## src/rtl/tcp_ack_sched.sv

```systemverilog
`default_nettype none
// ============================================================================
// Module   : tcp_ack_sched
// Purpose  : Delayed-ACK scheduler. It coalesces accepted segments, then
//            raises an ACK on timeout, on a pending-count limit or on window
//            growth. Define TCP_ACK_PUSH_EN to let a pushed segment force an
//            immediate ACK.
// Revision : 1.0 - initial release
// ============================================================================
module tcp_ack_sched #(
  parameter int DLY_MAX  = 4,
  parameter int PEND_MAX = 2,
  parameter int WND_THR  = 2
) (
  input  logic       clk,
  input  logic       rst_n,
  input  logic       seg_acc,
  input  logic       seg_push,
  input  logic [3:0] rcv_nxt,
  input  logic [3:0] rcv_wnd,
  input  logic       ack_gnt,
  output logic       ack_req,
  output logic [3:0] ack_seq,
  output logic [3:0] ack_wnd
);

  typedef enum logic [1:0] {
    IDLE  = 2'd0,
    DELAY = 2'd1,
    REQ   = 2'd2,
    BUSY  = 2'd3
  } state_t;

  localparam logic [3:0] c_dly_last = 4'(DLY_MAX - 1);
  localparam logic [3:0] c_pend_max = 4'(PEND_MAX);
  localparam logic [3:0] c_wnd_thr  = 4'(WND_THR);
`ifdef TCP_ACK_PUSH_EN
  localparam logic       c_push_en  = 1'b1;
`else
  localparam logic       c_push_en  = 1'b0;
`endif

  state_t     r_state;
  state_t     w_state_nxt;
  logic [3:0] r_timer;
  logic [2:0] r_pend;
  logic [3:0] r_adv_wnd;
  logic       r_ack_req;
  logic [3:0] r_ack_seq;
  logic [3:0] r_ack_wnd;

  logic [3:0] w_wnd_diff;
  logic       w_grow;
  logic       w_push;
  logic [3:0] w_pend_sum;
  logic [2:0] w_pend_nxt;
  logic       w_enter_req;

  // Window growth is only meaningful when the window actually got larger;
  // the range check keeps the unsigned subtraction from wrapping into a hit.
  assign w_wnd_diff = rcv_wnd - r_adv_wnd;
  assign w_grow     = (rcv_wnd > r_adv_wnd) && (w_wnd_diff >= c_wnd_thr);
  assign w_push     = seg_acc & seg_push & c_push_en;
  assign w_pend_sum = {1'b0, r_pend} + {3'b000, seg_acc};
  assign w_pend_nxt = (w_pend_sum > 4'd7) ? 3'd7 : w_pend_sum[2:0];

  always_comb begin
    w_state_nxt = r_state;
    case (r_state)
      IDLE: begin
        if (w_grow || w_push)
          w_state_nxt = REQ;
        else if (seg_acc)
          w_state_nxt = DELAY;
      end
      DELAY: begin
        if ((r_timer == c_dly_last) || (w_pend_sum >= c_pend_max) || w_grow || w_push)
          w_state_nxt = REQ;
      end
      REQ: begin
        if (ack_gnt)
          w_state_nxt = BUSY;
      end
      BUSY: begin
        w_state_nxt = (w_pend_nxt != 3'd0) ? DELAY : IDLE;
      end
      default: w_state_nxt = IDLE;
    endcase
  end

  assign w_enter_req = (r_state != REQ) && (w_state_nxt == REQ);

  always_ff @(posedge clk or negedge rst_n) begin
    if (!rst_n) begin
      r_state   <= IDLE;
      r_timer   <= 4'd0;
      r_pend    <= 3'd0;
      r_adv_wnd <= 4'd0;
      r_ack_req <= 1'b0;
      r_ack_seq <= 4'd0;
      r_ack_wnd <= 4'd0;
    end else begin
      r_state   <= w_state_nxt;
      r_ack_req <= (w_state_nxt == REQ);
      if (w_enter_req) begin
        r_ack_seq <= rcv_nxt;
        r_ack_wnd <= rcv_wnd;
        r_pend    <= 3'd0;
        r_timer   <= 4'd0;
      end else begin
        // Segments arriving while an ACK is outstanding are owed a later ACK.
        r_pend  <= w_pend_nxt;
        r_timer <= (r_state == DELAY) ? (r_timer + 4'd1) : 4'd0;
      end
      if ((r_state == REQ) && ack_gnt)
        r_adv_wnd <= r_ack_wnd;
    end
  end

  assign ack_req = r_ack_req;
  assign ack_seq = r_ack_seq;
  assign ack_wnd = r_ack_wnd;

endmodule
`default_nettype wire

```

## config.mk

```make
export PLATFORM = sky130hd
export DESIGN_NAME = tcp_ack_sched
export DESIGN_NICKNAME = d
export VERILOG_FILES = /design/src/rtl/tcp_ack_sched.sv
export SDC_FILE = /design/constraint.sdc
export NUM_CORES = 1
export LEC_CHECK = 0
export BUFFER_PORTS_ARGS = -buffer_cell sky130_fd_sc_hd__buf_4
export CORE_ASPECT_RATIO = 1.1
export CORE_MARGIN = 2
export CORE_UTILIZATION = 54
export CTS_CLUSTER_SIZE = 16
export DETAILED_ROUTE_END_ITERATION = 8
export PLACE_DENSITY = 0.8
export SKIP_CTS_REPAIR_TIMING = 1
export SLEW_MARGIN = 40
export SYNTH_ARGS = -nofsm -noshare
export SYNTH_HDL_FRONTEND = slang
export SYNTH_SLANG_ARGS = --single-unit
```

## constraint.sdc

```tcl
create_clock -name clk -period 2.8 [get_ports clk]
set_clock_uncertainty 0.1 [all_clocks]
set_input_delay 0 -clock clk [delete_from_list [all_inputs] [get_ports clk]]
set_output_delay 0 -clock clk [all_outputs]
set_load 0.02 [all_outputs]
```

==> results.sh, run 1 <==
export IMPL_core_area_um2=2180
export IMPL_cp_end_kind="flip-flop"
export IMPL_portBuffers=20
export IMPL_avgViaCountPerCell=5.71
export IMPL_die_area_um2=2640
export IMPL_synth_cells=108
export IMPL_antenna_left=0
export IMPL_fmax_mhz=402
export IMPL_grt_pass1_wl_um=3730
export IMPL_yosysSeqAreaShare_pct=45.4
export IMPL_globalRouteOverflowTotal=0
export IMPL_holdWs_ns=-0.00422
export IMPL_final_hold_viol_count=13
export IMPL_leakagePower_nw=0.779
export IMPL_track_usage_pct=18.7
export IMPL_clk_path_buf_depth=2
export IMPL_pwr_share_seq_pct=30.5
export IMPL_tightest_slew_ns=0.627
export IMPL_multi_input_area_um2=609
export IMPL_drc=0
export IMPL_rr_startpoint="r_adv_wnd[0]"
export IMPL_synth_nets=129
export IMPL_initial_core_util_pct=55.6
export IMPL_switchingPower_mw=0.712
export IMPL_async_flop_share_pct=100
export IMPL_path_class="input pin to flip-flop"
export IMPL_violations="negative hold slack"
export IMPL_drt_iter0_markers=20
export IMPL_switching_share_pct=40.7
export IMPL_grt_pass1_vias=836
export IMPL_totalWireLength_um=2560
export IMPL_synth_area_per_cell_um2=11.2
export IMPL_arrival_ns=2.66
export IMPL_critPathLaunchType="input pin"
export IMPL_rsz0062_at_grt="no"
export IMPL_num_io_pins=22
export IMPL_gp_congestion=0.813
export IMPL_synth_distinct_cells=34
export IMPL_drive_above_1_share_pct=26.4
export IMPL_maxCapViolations=0
export IMPL_clock_sinks=22
export IMPL_diodes=0
export IMPL_ys_ff_latch=22
export IMPL_crit_start="rcv_wnd[0]"
export IMPL_status="finished with violations"
export IMPL_finalPower_mw=1.75
export IMPL_clk_pin_slew_worst_paths_ns=0.13
export IMPL_hold_class="input pin to asynchronous set/reset pin"
export IMPL_cts_tree="built"
export IMPL_syn_to_final_growth_pct=27.5
export IMPL_relSlewSlack_pct=58.2
export IMPL_grt_max_degree=23
export IMPL_setup_viol=0
export IMPL_layout_min_cycle_time_ns=2.49
export IMPL_drt_pass1_iterations=4
export IMPL_cts_buffers=3
export IMPL_ff_latch_area_um2=551
export IMPL_maxSlewViolCount=0
export IMPL_place_worst_setup_slack_ns=0.400
export IMPL_fillers=177
export IMPL_combPwrFrac_pct=55.4
export IMPL_path_max_fanout=12
export IMPL_insertion_delay_ns=0.32
export IMPL_synth_edf_count=0
export IMPL_synth_area_um2=1210
export IMPL_yosysWarningCount=0
export IMPL_finalNetCount=162
export IMPL_wl_per_cell_um=15.1
export IMPL_die_w_um=49.2
export IMPL_antenna_found_initial=0
export IMPL_power_density_nw_per_um2=1130
export IMPL_place_detailed_hpwl_um=1730
export IMPL_period_share_pct=88.9
export IMPL_cts_max_level=1
export IMPL_dieHeight_um=53.7
export IMPL_vias=970
export IMPL_fin_tns_setup_ns=0
export IMPL_cell_internal_pwr_mw=1.04
export IMPL_worst_endpoint_required_ns=2.97
export IMPL_root_buffer="clkbuf_4"
export IMPL_setup_slack_ns=0.310
export IMPL_pwr_share_clk_pct=14.0
export IMPL_synth_flop_cell="dfrtp_1"
export IMPL_ir_drop_v=0.000663
export IMPL_row_count=18
## power by group through the flow
| stage | combinational (mW) | sequential (mW) | clock [mW] |
|---|---|---|---|
| after floorplan | 0.657 | 0.600 | 0 |
| after global placement | 0.915 | 0.534 | 0 |
| after detailed placement | 0.949 | 0.542 | 0 |
| after CTS | 0.953 | 0.534 | 0.251 |
| after global routing | 1.06 | 0.550 | 0.259 |
| final | 0.969 | 0.533 | 0.245 |
## area by class of cell
type | instances | share of cell area, %
Clock inverter | 1 | 1.94
Clock buffer | 3 | 1.46
Multi-Input combinational cell | 73 | 39.4
Sequential cell | 22 | 35.6
Tap cell | 30 | 2.43
Timing Repair Buffer | 31 | 16.8
Inverter | 10 | 2.43
## cells in the final DEF (no fill, tap or decap), types with 2 or more instances in the layout
master and instances:
a21o_2 2, dfrtp_1 22, nor3_1 3, a21oi_1 6
a31o_1 8, xnor2_1 2, inv_1 10, dlygate4sd3_1 11
o21ai_0 2, nor2_1 8, nand2_1 2, ha_1 7
clkbuf_4 3, nand3_1 3, o211a_1 8, mux2_2 5
buf_4 20
## logic make-up (layout without fill, tap and decap cells)
logic type / after synthesis / in the layout / share of synthesized area, %
AO/OA/AOI/OAI: 36 / 36 / 25.8
XOR/XNOR: 3 / 3 / 2.17
adder cells (fa/ha/maj): 8 / 8 / 8.87
buffers and inverters: 13 / 45 / 4.43
flip-flops: 22 / 22 / 45.4
multiplexers: 5 / 5 / 4.64
AND/OR/NAND/NOR: 21 / 21 / 8.76
## state kept, by name (all words and copies together) (netlist names)
name	cells
ack_req	1
ack_seq	4
ack_wnd	4
r_adv_wnd	4
r_pend	3
r_state	2
r_timer	4
## routing by layer
| metal | up-vias | routed length [µm] | track usage, % |
|---|---|---|---|
| met5 | - | 0 | 0 |
| met4 | 0 | 48 | 8.57 |
| met3 | 7 | 115 | 1.67 |
| met2 | 35 | 1350 | 32.2 |
| met1 | 462 | 1050 | 24.4 |
| li1 | 466 | - | - |
## critical path, stage by stage
cell	delay, ns
dlygate4sd3_1	0.54
buf_4	0.14
inv_1	0.05
ha_1	0.15
inv_1	0.05
fa_1	0.40
xnor2_1	0.17
a41o_2	0.38
o22ai_2	0.52
mux2_2	0.26
## final timing paths
path                            slack, ns  cells after the start          to
max in group asynchronous            2.37                      2  ack_wnd[0]
worst max-delay path                 0.31                     10  r_state[1]
worst min register to register       0.37                      1  r_timer[0]
worst max register to register       0.35                      7  r_state[1]
min in group clk                     0.35                      3  ack_seq[0]
worst min-delay path               -0.004                      2   r_pend[1]
## cell usage after synthesis (all sizes together) (3+ instances only)
master | count | area [µm²]
ha | 7 | 87.6
a31o | 8 | 70.1
a21o | 3 | 25.0
nand3 | 3 | 15.0
nor2 | 8 | 30.0
dfrtp | 22 | 551
mux2 | 5 | 56.3
inv | 10 | 37.5
a21oi | 6 | 30.0
nor3 | 3 | 15.0
o211a | 8 | 80.1
## through the flow
stage / cells / util (%) / hold slack, ns / instance area (µm²)
2_1_floorplan: 108 / - / -0.396 / 1210
3_3_place_gp: 155 / 63.4 / -0.201 / 1390
3_5_place_dp: 155 / 63.4 / -0.192 / 1390
4_1_cts: 159 / 65.8 / -0.550 / 1440
5_1_grt: 170 / 70.8 / 0.0213 / 1550
6_report: 170 / 70.8 / -0.00422 / 1550
(Power assumes the default switching activity.)
==> run 2, diff against run 1 <==
Settings changed: CORE_UTILIZATION 54 to 58, PLACE_DENSITY 0.8 to 0.85.
Clock period 2.8 ns to 3.1 ns, I/O delays scaled along.
==> results.sh, run 2 (synthesized netlist as in run 1, its figures left out) <==
export IMPL_status="finished, final reports clean"
export IMPL_critPathLaunchType="input pin"
export IMPL_vias=988
export IMPL_clock_sinks=22
export IMPL_drt_iter0_markers=17
export IMPL_cell_internal_pwr_mw=0.850
export IMPL_clk_pin_slew_worst_paths_ns=0.11
export IMPL_maxSlewViolCount=0
export IMPL_hold_class="input pin to asynchronous set/reset pin"
export IMPL_antenna_found_initial=0
export IMPL_switching_share_pct=43.2
export IMPL_switchingPower_mw=0.647
export IMPL_drive_above_1_share_pct=26.1
export IMPL_cts_max_level=1
export IMPL_core_area_um2=2000
export IMPL_met1_length_um=1070
export IMPL_diodes=0
export IMPL_holdWs_ns=0.0112
export IMPL_power_density_nw_per_um2=995
export IMPL_pwr_share_clk_pct=8.4
export IMPL_final_cell_mix="22 x dfrtp_1, 20 x buf_4, 10 x inv_1, 10 x dlygate4sd3_1"
export IMPL_cp_cell_sequence="dlygate4sd3_1, buf_4, inv_1, ha_1, inv_1, fa_1, xnor2_1, a41o_2, o22ai_2, mux2_2"
export IMPL_slowest_delay_ns=0.54
export IMPL_avgViaCountPerCell=5.95
export IMPL_row_count=17
export IMPL_clk_path_buf_depth=2
export IMPL_arrival_ns=2.68
export IMPL_final_util_pct=75.3
export IMPL_initial_core_util_pct=60.7
export IMPL_drc=0
export IMPL_path_max_fanout=12
export IMPL_wl_met3_um=100
export IMPL_place_detailed_hpwl_um=1780
export IMPL_setup_viol=0
export IMPL_drt_pass1_iterations=4
export IMPL_combPwrFrac_pct=59.4
export IMPL_multi_input_area_um2=609
export IMPL_cp_end_kind="flip-flop"
export IMPL_fillers=146
export IMPL_globalRouteOverflowTotal=0
export IMPL_rr_startpoint="r_adv_wnd[0]"
export IMPL_r2r_slack_ns=0.63
export IMPL_maxCapViolations=0
export IMPL_ir_drop_v=0.000707
export IMPL_crit_top_cell="inv_1"
export IMPL_tightest_slew_ns=0.640
export IMPL_grt_pass1_wl_um=3810
export IMPL_period_share_pct=81.7
export IMPL_reg2reg_depth=7
export IMPL_die_w_um=47.6
export IMPL_layout_min_cycle_time_ns=2.53
export IMPL_grt_max_degree=23
export IMPL_relSlewSlack_pct=57.2
export IMPL_rsz0062_at_grt="no"
export IMPL_antenna_left=0
export IMPL_syn_to_final_growth_pct=24.0
export IMPL_grt_pass1_vias=939
export IMPL_insertion_delay_ns=0.30
export IMPL_portBuffers=20
export IMPL_worst_endpoint_required_ns=3.25
export IMPL_wl_per_cell_um=15.7
export IMPL_root_buffer="clkbuf_4"
export IMPL_path_class="input pin to flip-flop"
export IMPL_die_area_um2=2470
export IMPL_ff_latch_area_um2=551
export IMPL_finalPower_mw=1.50
export IMPL_finalNetCount=161
export IMPL_gp_congestion=0.771
export IMPL_fin_tns_setup_ns=0
export IMPL_fmax_mhz=395
export IMPL_layout_commonest_cell="dfrtp_1"
export IMPL_cts_tree="built"
export IMPL_pwr_share_seq_pct=32.2
export IMPL_rr_endpoint="r_state[1]"
export IMPL_leakagePower_nw=0.761
export IMPL_cts_buffers=3
export IMPL_num_io_pins=22
export IMPL_dieHeight_um=52.0
export IMPL_cp_slowest_cell="dlygate4sd3_1"
export IMPL_wl_met2_um=1380
export IMPL_final_hold_viol_count=0
export IMPL_track_usage_pct=21.8
export IMPL_totalWireLength_um=2610
export IMPL_dr_max_layer_used="met4"
[run 2: metrics by stage]
| stage | area (µm²) | setup slack (ns) | std cells |
|---|---|---|---|
| after detailed placement | 1380 | 0.697 | 153 |
| after floorplan | 1210 | 0.948 | 108 |
| after global routing | 1510 | 0.479 | 166 |
| after global placement | 1380 | 0.748 | 153 |
| final | 1510 | 0.568 | 166 |
| after CTS | 1410 | 0.663 | 156 |
[run 2: routing by layer]
metal | track usage (%) | vias to the layer above
met5 | 0 | -
met4 | 10.8 | 0
met3 | 4.51 | 8
met2 | 36.0 | 33
met1 | 26.1 | 480
li1 | - | 467
[run 2: power groups by stage]
stage | registers [mW] | logic, mW | clock network, mW
after global placement | 0.480 | 0.829 | 0
after global routing | 0.497 | 0.955 | 0.140
after floorplan | 0.542 | 0.593 | 0
after CTS | 0.481 | 0.868 | 0.129
final | 0.481 | 0.890 | 0.126
after detailed placement | 0.488 | 0.862 | 0
[run 2: final cells by class]
| cell class | instances | area share (%) |
|---|---|---|
| tap | 28 | 2.33 |
| inverter | 10 | 2.49 |
| timing repair buffer | 30 | 16.6 |
| sequential | 22 | 36.6 |
| multi-input combinational | 73 | 40.5 |
| clock buffer | 3 | 1.50 |
[run 2: worst max-delay path by stage]
stage | slack [ns] | cells after the start | endpoint | startpoint
2_1_floorplan | 0.95 | 8 | ack_seq[0] | r_adv_wnd[0]
3_3_place_gp | 0.75 | 8 | r_state[1] | r_adv_wnd[0]
3_5_place_dp | 0.70 | 8 | r_state[1] | r_adv_wnd[0]
4_1_cts | 0.66 | 8 | r_state[1] | r_adv_wnd[0]
5_1_grt | 0.48 | 11 | r_state[1] | rcv_wnd[0]
6_report | 0.57 | 10 | r_state[1] | rcv_wnd[0]
[run 2: worst max-delay path: cells and delay by family]
kind	cells	cell delay, ns
buffers and inverters	4	0.78
adders and majority gates	2	0.56
xor gates and xnor gates	1	0.16
muxes	1	0.27
AOI/OAI and AO/OA	2	0.91
==> run 3, diff against run 2 <==
Settings changed: CORE_UTILIZATION 58 to 49, PLACE_DENSITY 0.85 to 0.76.
Clock period 3.1 ns to 2.2 ns, I/O delays scaled along.
==> results.sh, run 3 (synthesized netlist as in run 1, its figures left out) <==
export IMPL_dpl_instance_area_um2=1430
export IMPL_status="finished with violations"
export IMPL_vias=980
export IMPL_avgViaCountPerCell=5.60
export IMPL_holdWs_ns=-0.0143
export IMPL_globalRouteOverflowTotal=0
export IMPL_maxSlewViolCount=0
export IMPL_power_density_nw_per_um2=1430
export IMPL_clk_pin_slew_worst_paths_ns=0.11
export IMPL_hold_depth=3
export IMPL_die_area_um2=2890
export IMPL_totalWireLength_um=2670
export IMPL_layout_cells_non_filler=175
export IMPL_place_detailed_hpwl_um=1820
export IMPL_multi_input_area_um2=632
export IMPL_finalPower_mw=2.27
export IMPL_cts_buffers=3
export IMPL_diodes=0
export IMPL_row_count=18
export IMPL_fmax_mhz=443
export IMPL_drt_pass1_iterations=4
export IMPL_layout_commonest_cell="buf_4"
export IMPL_antenna_left=0
export IMPL_grt_pass1_vias=959
export IMPL_wl_per_cell_um=15.2
export IMPL_critPathBufInv=1
export IMPL_leakagePower_nw=0.798
export IMPL_grt_max_degree=23
export IMPL_track_usage_pct=19.2
export IMPL_antenna_found_initial=0
export IMPL_maxCapViolations=0
export IMPL_fillers=172
export IMPL_syn_to_final_growth_pct=30.4
export IMPL_cts_max_level=1
export IMPL_setup_slack_ns=-0.0556
export IMPL_drive_above_1_share_pct=33.8
export IMPL_gp_congestion=0.829
export IMPL_pwr_share_seq_pct=30.3
export IMPL_tightest_slew_ns=0.426
export IMPL_min_from="seg_acc"
export IMPL_clk_path_buf_depth=2
export IMPL_cp_slowest_cell="dfrtp_1"
export IMPL_cell_internal_pwr_mw=1.32
export IMPL_path_max_fanout=8
export IMPL_pwr_share_clk_pct=8.0
export IMPL_die_w_um=51.5
export IMPL_dieHeight_um=56.2
export IMPL_min_to="r_state[0]"
export IMPL_portBuffers=20
export IMPL_cp_end_kind="flip-flop"
export IMPL_worst_endpoint_required_ns=2.31
export IMPL_slowest_delay_ns=0.37
export IMPL_r2r_slack_ns=-0.06
export IMPL_layout_min_cycle_time_ns=2.26
export IMPL_path_class="flip-flop to flip-flop"
export IMPL_cts_tree="built"
export IMPL_finalInstanceArea_um2=1580
export IMPL_final_cell_mix="27 x buf_4, 22 x dfrtp_1, 10 x dlygate4sd3_1"
export IMPL_switchingPower_mw=0.949
export IMPL_finalNetCount=168
export IMPL_cp_cell_sequence="ha_2, inv_2, fa_2, xnor2_2, and4_4, a211o_4, o211a_1, a31o_1"
export IMPL_core_area_um2=2300
export IMPL_dp_cells=161
export IMPL_num_io_pins=22
export IMPL_rr_startpoint="r_adv_wnd[0]"
export IMPL_relSlewSlack_pct=71.5
export IMPL_drt_iter0_markers=23
export IMPL_rr_endpoint="ack_wnd[3]"
export IMPL_hold_class="input pin to flip-flop"
export IMPL_ff_latch_area_um2=551
export IMPL_arrival_ns=2.36
export IMPL_grt_pass1_wl_um=4150
export IMPL_place_worst_setup_slack_ns=-0.0746
export IMPL_clock_sinks=22
export IMPL_reg2reg_depth=8
export IMPL_rsz0062_at_grt="yes"
export IMPL_violations="negative hold slack, negative setup slack"
export IMPL_combPwrFrac_pct=61.7
export IMPL_crit_family="compound AO/OA/AOI/OAI gates"
export IMPL_drc=0
export IMPL_setup_viol=8
export IMPL_final_hold_viol_count=1
export IMPL_switching_share_pct=41.9
export IMPL_initial_core_util_pct=52.8
export IMPL_ir_drop_v=0.00108
export IMPL_root_buffer="clkbuf_4"
export IMPL_critPathLaunchType="flip-flop"
export IMPL_period_share_pct=103
export IMPL_insertion_delay_ns=0.30
==> run 3: cell types whose count changed in the layout (fill, tap and decap cells not counted), sizes merged <==
cell  change
buf       +7
==> run 3: stage by stage <==
stage,utilization [%],TNS (ns)
after global routing,68.9,-1.06
after detailed placement,62.3,-0.587
after global placement,62.3,-0.0351
after floorplan,-,0
final,68.9,-0.295
after CTS,63.2,-0.809
==> run 3: tightest hold or removal path: stages <==
cell and delay [ns]:
buf_4 0.09, a32oi_1 0.09, o22ai_1 0.16
==> run 3: worst max path at each step <==
stage	slack, ns	cells past startpoint	startpoint	end
6_report	-0.06	8	r_adv_wnd[0]	ack_wnd[3]
4_1_cts	-0.10	9	r_adv_wnd[0]	ack_wnd[3]
5_1_grt	-0.12	8	r_adv_wnd[0]	ack_wnd[3]
2_1_floorplan	0.05	8	r_adv_wnd[0]	ack_seq[0]
3_3_place_gp	-0.009	8	r_adv_wnd[0]	ack_seq[0]
3_5_place_dp	-0.07	9	r_adv_wnd[0]	ack_wnd[3]
==> run 3: final cells by class <==
cell class / count / area share, %
clock buffers: 3 / 1.42
repair buffers: 37 / 19.1
flip-flops and latches: 22 / 34.8
inverters: 10 / 2.37
multi-input cells: 73 / 39.9
well taps: 30 / 2.37
==> run 3: metal layers <==
| layer | global-route usage, % | routed length (µm) |
|---|---|---|
| met2 | 31.0 | 1310 |
| met3 | 4.30 | 77 |
| met1 | 23.8 | 1210 |
| met5 | 0 | 0 |
| met4 | 9.40 | 63 |
==> run 3: power by group through the flow <==
stage	Sequential (mW)	Combinational (mW)	Clock [mW]
floorplan	0.763	0.836	0
global placement	0.686	1.27	0
detailed placement	0.692	1.31	0
CTS	0.682	1.31	0.181
global route	0.706	1.53	0.202
finish	0.687	1.40	0.181
